File: config.mk
export PLATFORM = sky130hd
export DESIGN_NAME = alu_cmd_sequencer
export DESIGN_NICKNAME = d
export VERILOG_FILES = /design/src/rtl/alu_cmd_sequencer.sv
export SDC_FILE = /design/constraint.sdc
export NUM_CORES = 1
export LEC_CHECK = 0
export BUFFER_PORTS_ARGS = -buffer_cell sky130_fd_sc_hd__buf_2
export CAP_MARGIN = 5
export CORE_UTILIZATION = 30
export CTS_BUF_LIST = sky130_fd_sc_hd__clkbuf_4
export DETAILED_ROUTE_END_ITERATION = 12
export SYNTH_ARGS = -nofsm -noshare
export SYNTH_HDL_FRONTEND = slang
export SYNTH_SLANG_ARGS = --single-unit
File: constraint.sdc
create_clock -name clk -period 1.9 [get_ports clk]
set_input_delay 0.19 -clock clk [delete_from_list [all_inputs] [get_ports clk]]
set_output_delay 0.19 -clock clk [all_outputs]
set_load 0.02 [all_outputs]
File: src/rtl/alu_cmd_sequencer.sv
// Command sequencer for the 4-bit ALU: accepts one request, holds ALU inputs
// for SETTLE cycles, captures the selected result group and returns it.
module alu_cmd_sequencer #(
  parameter int SETTLE = 1
) (
  input  logic       clk,
  input  logic       rst,
  input  logic       cmd_valid,
  output logic       cmd_ready,
  input  logic [1:0] cmd_op,
  input  logic [3:0] cmd_a,
  input  logic [3:0] cmd_b,
  input  logic       cmd_chain,
  output logic [3:0] alu_a,
  output logic [3:0] alu_b,
  output logic [1:0] alu_sel,
  input  logic [4:0] alu_y_add,
  input  logic [4:0] alu_y_sub,
  input  logic [3:0] alu_y_and,
  input  logic       alu_eq,
  input  logic       alu_gt,
  input  logic       alu_lt,
  output logic       rsp_valid,
  input  logic       rsp_ready,
  output logic [4:0] rsp_data,
  output logic [2:0] rsp_flags,
  output logic [1:0] rsp_op
);

  typedef enum logic [1:0] {IDLE, EXEC, RESP} state_t;

  localparam logic [3:0] CNT_INIT = 4'(SETTLE - 1);

  state_t     state, state_nxt;
  logic [3:0] cnt;
  logic [3:0] last_result;
  logic       accept, capture;
  logic [4:0] cap_data;
  logic [2:0] cap_flags;

  always_ff @(posedge clk) begin
    if (rst) state <= IDLE;
    else     state <= state_nxt;
  end

  always_comb begin
    state_nxt = state;
    cmd_ready = 1'b0;
    rsp_valid = 1'b0;
    case (state)
      IDLE: begin
        cmd_ready = 1'b1;
        if (cmd_valid) state_nxt = EXEC;
      end
      EXEC: begin
        if (cnt == 4'd0) state_nxt = RESP;
      end
      RESP: begin
        rsp_valid = 1'b1;
        if (rsp_ready) state_nxt = IDLE;
      end
      default: state_nxt = IDLE;
    endcase
  end

  assign accept  = (state == IDLE) && cmd_valid;
  assign capture = (state == EXEC) && (cnt == 4'd0);

  // The ALU gates unselected groups to zero; pick the one the held select enabled.
  always_comb begin
    cap_data  = '0;
    cap_flags = '0;
    case (alu_sel)
      2'b00: cap_data  = alu_y_add;
      2'b01: cap_data  = alu_y_sub;
      2'b10: cap_flags = {alu_eq, alu_gt, alu_lt};
      2'b11: cap_data  = {1'b0, alu_y_and};
      default: cap_data = '0;
    endcase
  end

  always_ff @(posedge clk) begin
    if (rst) begin
      alu_a       <= '0;
      alu_b       <= '0;
      alu_sel     <= '0;
      cnt         <= '0;
      last_result <= '0;
      rsp_data    <= '0;
      rsp_flags   <= '0;
      rsp_op      <= '0;
    end else if (accept) begin
      alu_a   <= cmd_chain ? last_result : cmd_a;
      alu_b   <= cmd_b;
      alu_sel <= cmd_op;
      cnt     <= CNT_INIT;
    end else if (capture) begin
      rsp_data    <= cap_data;
      rsp_flags   <= cap_flags;
      rsp_op      <= alu_sel;
      last_result <= cap_data[3:0];
      alu_a       <= '0;
      alu_b       <= '0;
      alu_sel     <= '0;
    end else if (state == EXEC) begin
      cnt <= cnt - 4'd1;
    end
  end

endmodule

==> summary.txt, run 1 <==
Run status
  • Status: complete, no violations

Clock tree
  • CTS Sinks: 26
  • CTS clock-pin slew for the worst setup and hold paths: 140 ps
  • Clk root buf: clkbuf_4
  • CTS tree: built
  • Worst skew pair latency: 320 ps
  • H-tree Lvls: 1
  • Total clock buffers created by CTS: 3
  • Post-CTS Setup Bufs: 0
  • Hold Buf Count CTS: 0
  • PostCTS Resize Cnt: 0
  • Worst-case clock buffer depth: 2

Finish
  • Fin cells: between 200 and 250
  • Layout cells sized above 1: a little over a third
  • FILL cells: ~420
  • Final nets: 229
  • Diodes inserted: 0
  • Area delta synth->final: 29.1%

Die
  • Die area: 4310 um2
  • Core area: around 3800 um2
  • Die height: 65.7 um
  • Starting Density: between 30% and 40%
  • IO Pins: 54
  • Die Wd: around 66 um
  • Rows: 22

Drt
  • WL/cell: ~13 um
  • DR vias: 1,249
  • Via-per-instance ratio: about 5
  • DR DRC count: 0
  • First-pass DRT Iterations: 4
  • Antenna-violating nets left: 0
  • Initial detailed-routing violation count: 92
  • WL final: 3130 um

Power and ir drop
  • Combinational group share of total power: roughly 20%
  • Internal power: approximately 0.00074 W
  • Worst vdd ir: 377 uV
  • Seq pwr share: 57.1%
  • NetSw: slightly above 0.0003 W
  • Overall power: ~0.0010 W
  • Sw Share: just under 30%
  • Leak: ~0.67 nW
  • Pwr Density: 665 nW/um2
  • Clock power share: between 20% and 30%

Hold path
  • End of the worst hold path: alu_b[0]$_SDFFE_PP0P_
  • Hold Crit Depth: 3
  • Worst Hold Class: in2reg
  • Hold path start: cmd_b[0]

Worst setup path
  • Crit-path max FO: 10
  • CP Launch Type: register
  • Critical path class: reg2reg
  • CP endpoint kind: register
  • Critical Path RT: 2160 ps
  • Reg2Reg Setup Slack: just over 200 ps
  • Worst Path Arrival: around 2000 ps
  • RR Endpoint: rsp_data[4]$_SDFFE_PP0P_
  • Reg2reg start: cnt[0]$_SDFFE_PP0P_
  • R2R depth: 5

Timing
  • Max_slew headroom: 66.6%
  • Worst slew pin tran: 500 ps
  • Fmax achieved: 590 MHz
  • Setup TNS: 0 ps
  • Final hold vios: 0
  • Final number of setup-violating endpoints: 0
  • Worst hold slack: around 93 ps
  • Unrepaired setup endpoints after global routing: no
  • Crit path setup slack, layout: slightly above 200 ps
  • Skew final: about 1.2 ps
  • Crit share post-route: about nine tenths
  • Final slew viol count: 0
  • Tmin final: about 1700 ps

GRT
  • Routing usage on met2: a little over a quarter
  • First-pass GRT wire length: between 5000 and 6000 um
  • Initial antenna violation count: 0
  • GR Util met1: about a fifth
  • GR peak layer: met2
  • Grt met3 use: approximately 4.7%
  • Number of global-route vias before repair: approximately 1,200
  • GRT Util Overall: between 10% and 20%
  • Overflow after GRT: 0
  • Pin count of the biggest net entering global routing: 24

Synthesis
  • Syn_nets: roughly 180
  • Commonest cells in the netlist: dfxtp_1 (26), a21oi_1 (25), nand2_1 (10), o211ai_1 (10), o21ai_0 (9)
  • Cell with the most instances after synthesis: dfxtp_1
  • Biggest area consumer among synthesized cells: dfxtp_1
  • Sequential area share after synthesis: 42.8%
  • Post-synth EDFFs: 0
  • Post-synthesis register bit count: 26
  • Synth async-reset ratio: 0%
  • Mean Syn Cell Area: approximately 8.5 um2
  • Mapped Cells: ~140
  • Ranking of synthesized cells by area: dfxtp_1 (43%), a21oi_1 (10%), o211ai_1 (6.2%)
  • Main synth FF type: dfxtp_1
  • Netlist cell types: 25
  • Synth Warn #: 0
  • Yosys top cell area share: 42.8%
  • Mapped cell area: roughly 1200 um2

Place
  • IO buf count: 53
  • Post-Place Setup Slack: ~230 ps
  • Placed Cells: 239
  • Post-DP HPWL: ~2300 um
  • Placer Congestion: 0.719

Job
  • Max-cap viol count: 0
[critical path: stages (launching register included)]
cell	delay [ps]
dfxtp_1	340
inv_1	70
ha_1	170
or3b_4	440
or4_1	480
a21oi_1	140
[cells in the final DEF, fill, tap and decap left out]
cell type / Yosys / final
buf_2: 4 / 53
dfxtp_1: 26 / 26
a21oi_1: 25 / 25
nand2_1: 10 / 10
o211ai_1: 10 / 10
o21ai_0: 9 / 9
nand3_1: 7 / 7
buf_4: 0 / 7
mux2i_1: 5 / 5
nor2_1: 4 / 4
inv_1: 4 / 4
mux2_2: 4 / 4
o21a_1: 4 / 4
a211oi_1: 4 / 4
nor2b_1: 3 / 3
or4_1: 3 / 3
nand4_1: 3 / 3
clkbuf_4: 0 / 3
nor3b_1: 2 / 2
nand2b_1: 2 / 2
or3b_4: 1 / 1
or3b_2: 1 / 1
a311oi_1: 1 / 1
or3_1: 1 / 1
a22oi_1: 1 / 1
ha_1: 1 / 1
clkinv_1: 0 / 1
[per-stage QoR]
stage | area (um2) | util, %
2_1_floorplan | 1220 | -
3_3_place_gp | 1540 | 40.9
3_5_place_dp | 1540 | 40.9
4_1_cts | 1570 | 41.6
5_1_grt | 1570 | 41.6
6_report | 1570 | 41.6
[power by group through the flow]
stage	Clock [W]	Combinational, W	Sequential, W
detailed placement	0	0.000210	0.000608
global placement	0	0.000209	0.000609
finish	0.000239	0.000210	0.000596
CTS	0.000249	0.000212	0.000596
floorplan	0	0.000104	0.000625
global route	0.000273	0.000233	0.000601
[final cells by class]
cell class,instances,area (um2),area share (%)
Tap cell,48,60.1,3.82
Inverter,4,15.0,0.956
Timing Repair Buffer,60,318,20.2
Sequential cell,26,520,33.1
Multi-Input combinational cell,101,631,40.2
Clock inverter,1,3.75,0.239
Clock buffer,3,22.5,1.43
[layer usage]
metal / share of wire [%] / routed length [um] / vias up
met4: 0.45 / 14 / 0
met1: 48 / 1500 / 576
met3: 6.6 / 206 / 2
met5: 0 / 0 / -
li1: - / - / 631
met2: 45 / 1410 / 40
[worst max path at each step]
stage,start,endpoint,depth (start not counted)
floorplan,cnt[0]$_SDFFE_PP0P_,rsp_data[4]$_SDFFE_PP0P_,5
global placement,cnt[0]$_SDFFE_PP0P_,rsp_data[4]$_SDFFE_PP0P_,5
detailed placement,cnt[0]$_SDFFE_PP0P_,rsp_data[0]$_SDFFE_PP0P_,6
CTS,cnt[0]$_SDFFE_PP0P_,rsp_data[4]$_SDFFE_PP0P_,5
global route,cnt[0]$_SDFFE_PP0P_,rsp_data[2]$_SDFFE_PP0P_,6
finish,cnt[0]$_SDFFE_PP0P_,rsp_data[4]$_SDFFE_PP0P_,5
[kinds of logic (layout without fill, tap and decap cells)]
group	count (synthesis)	in the layout	synth area share (%)
fa+ha+maj	1	1	1.03
mux	9	9	7.82
buf+inv	16	68	5.35
simple gates	37	37	16.6
compound gates	54	54	26.4
flops	26	26	42.8
[flip-flops by register name, indices dropped and copies added, names as in the netlist]
register,count
rsp_op,2
cnt,4
state,2
alu_a,4
alu_b,4
rsp_data,5
rsp_flags,3
alu_sel,2
Note: power is estimated with default switching activity, not from simulation.
==> run 2: changes to the inputs <==
--- a/config.mk
+++ b/config.mk
@@ -7,9 +7,12 @@
 export LEC_CHECK = 0
 export BUFFER_PORTS_ARGS = -buffer_cell sky130_fd_sc_hd__buf_2
 export CAP_MARGIN = 5
+export CELL_PAD_IN_SITES_DETAIL_PLACEMENT = 0
+export CELL_PAD_IN_SITES_GLOBAL_PLACEMENT = 1
 export CORE_UTILIZATION = 30
 export CTS_BUF_LIST = sky130_fd_sc_hd__clkbuf_4
 export DETAILED_ROUTE_END_ITERATION = 12
+export PLACE_DENSITY_LB_ADDON = 0.1
 export SYNTH_ARGS = -nofsm -noshare
 export SYNTH_HDL_FRONTEND = slang
 export SYNTH_SLANG_ARGS = --single-unit
==> summary.txt, run 2 (synthesis results as in run 1) <==
Die
  • IO Pins: between 50 and 60
  • Die area: ~4300 um2
  • Rows: 22
  • Die Wd: between 60 and 70 um
  • Die height: around 66 um
  • Starting Density: 32.2%
  • Core area: about 3800 um2

Power and ir drop
  • NetSw: 0.000306 W
  • Pwr Density: 666 nW/um2
  • Clock power share: around 23%
  • Seq pwr share: between 50% and 60%
  • Internal power: 0.000737 W
  • Leak: between 0.6 and 0.7 nW
  • Combinational group share of total power: between 20 and 25%
  • Worst vdd ir: 388 uV
  • Sw Share: a little under 30%
  • Overall power: between 0.001 and 0.0015 W

Run status
  • Status: complete, no violations

Finish
  • Max reg flops: 5
  • Most frequent cells in the layout: buf_2 (53), dfxtp_1 (26), a21oi_1 (25)
  • Final nets: between 200 and 250
  • Area delta synth->final: 28.8%
  • Most flops, register: rsp_data
  • FILL cells: 390
  • Diodes inserted: 0
  • Fin util: approximately two fifths
  • Layout cells sized above 1: 35.6%
  • Commonest non-fill, non-tap cell in the layout: buf_2

Timing
  • Final slew viol count: 0
  • Worst slew pin tran: 535 ps
  • Final number of setup-violating endpoints: 0
  • Max_slew headroom: between 60% and 70%
  • Worst hold slack: 87.7 ps
  • Setup TNS: 0 ps
  • Unrepaired setup endpoints after global routing: no
  • Final hold vios: 0
  • Crit share post-route: between 80 and 90%
  • Tmin final: roughly 1700 ps
  • Crit path setup slack, layout: 232 ps
  • Skew final: around 10 ps
  • Fmax achieved: 599 MHz

Place
  • Post-DP HPWL: between 2000 and 2500 um
  • IO buf count: 53
  • Post-Place Setup Slack: between 200 and 300 ps
  • Placer Congestion: a little over 0.8

GRT
  • First-pass GRT wire length: 5390 um
  • Number of global-route vias before repair: approximately 1,200
  • GRT Util Overall: between 10% and 20%
  • Pin count of the biggest net entering global routing: 24
  • Initial antenna violation count: 0
  • Overflow after GRT: 0

Clock tree
  • H-tree Lvls: 1
  • CTS tree: built
  • Worst skew pair latency: 320 ps
  • PostCTS Resize Cnt: 0
  • Hold Buf Count CTS: 0
  • CTS clock-pin slew for the worst setup and hold paths: approximately 150 ps
  • Worst-case clock buffer depth: 2
  • CTS Sinks: 26
  • Post-CTS Setup Bufs: 0
  • Clk root buf: clkbuf_4
  • Total clock buffers created by CTS: 3

Drt
  • Routed length on met2: ~1700 um
  • Via-per-instance ratio: slightly above 5
  • Antenna-violating nets left: 0
  • DR DRC count: 0
  • DR vias: about 1,200
  • WL final: around 3300 um
  • Max Used Layer: met4
  • First-pass DRT Iterations: 4
  • Initial detailed-routing violation count: 28
  • WL/cell: 13.8 um
  • WL met3: approximately 140 um
  • Met1 wire length: roughly 1500 um

Job
  • Max-cap viol count: 0

Worst setup path
  • Critical Path RT: roughly 2200 ps
  • CP endpoint kind: register
  • Reg2Reg Setup Slack: 230 ps
  • Worst Path Arrival: about 1900 ps
  • CP Launch Type: register
  • Crit-path max FO: 4
  • Critical path class: reg2reg

Hold path
  • Worst Hold Class: in2reg
run 2: cell count changes in the layout (fill, tap and decap cells not counted), sizes merged:
cell,change
clkinv,-1
run 2: power groups by stage:
stage | combinational [W] | sequential, W | clock [W]
6_report | 0.000210 | 0.000595 | 0.000238
3_3_place_gp | 0.000209 | 0.000607 | 0
2_1_floorplan | 0.000104 | 0.000625 | 0
4_1_cts | 0.000214 | 0.000596 | 0.000254
3_5_place_dp | 0.000213 | 0.000607 | 0
5_1_grt | 0.000231 | 0.000600 | 0.000278
run 2: layer usage:
metal  track usage [%]  vias to the layer above
met2              29.5                       31
met3              3.65                        2
li1                  -                      626
met1              19.6                      589
met5                 0                        -
met4              4.08                        0
run 2: path summary, 6_finish.rpt:
path	start	end	cells past startpoint
max	cnt[0]$_SDFFE_PP0P_	rsp_data[4]$_SDFFE_PP0P_	5
min	cmd_b[2]	alu_b[2]$_SDFFE_PP0P_	3
max reg2reg	cnt[0]$_SDFFE_PP0P_	rsp_data[4]$_SDFFE_PP0P_	5
min reg2reg	rsp_flags[1]$_SDFFE_PP0P_	rsp_flags[1]$_SDFFE_PP0P_	2
run 2: layout make-up:
type / instances / area (um2) / share of cell area [%]
Multi-Input combinational cell: 101 / 631 / 40.3
Sequential cell: 26 / 520 / 33.2
Timing Repair Buffer: 60 / 318 / 20.3
Tap cell: 48 / 60.1 / 3.83
Clock buffer: 3 / 22.5 / 1.44
Inverter: 4 / 15.0 / 0.958
run 2: worst max-delay path, stage by stage, from the launching register on:
cell	delay (ps)
dfxtp_1	340
inv_1	80
ha_1	180
or3b_4	400
or4_1	470
a21oi_1	140
run 2: through the flow:
stage | area, um2 | std cells
floorplan | 1220 | 143
global placement | 1540 | 239
detailed placement | 1540 | 239
CTS | 1570 | 242
global route | 1570 | 242
finish | 1570 | 242
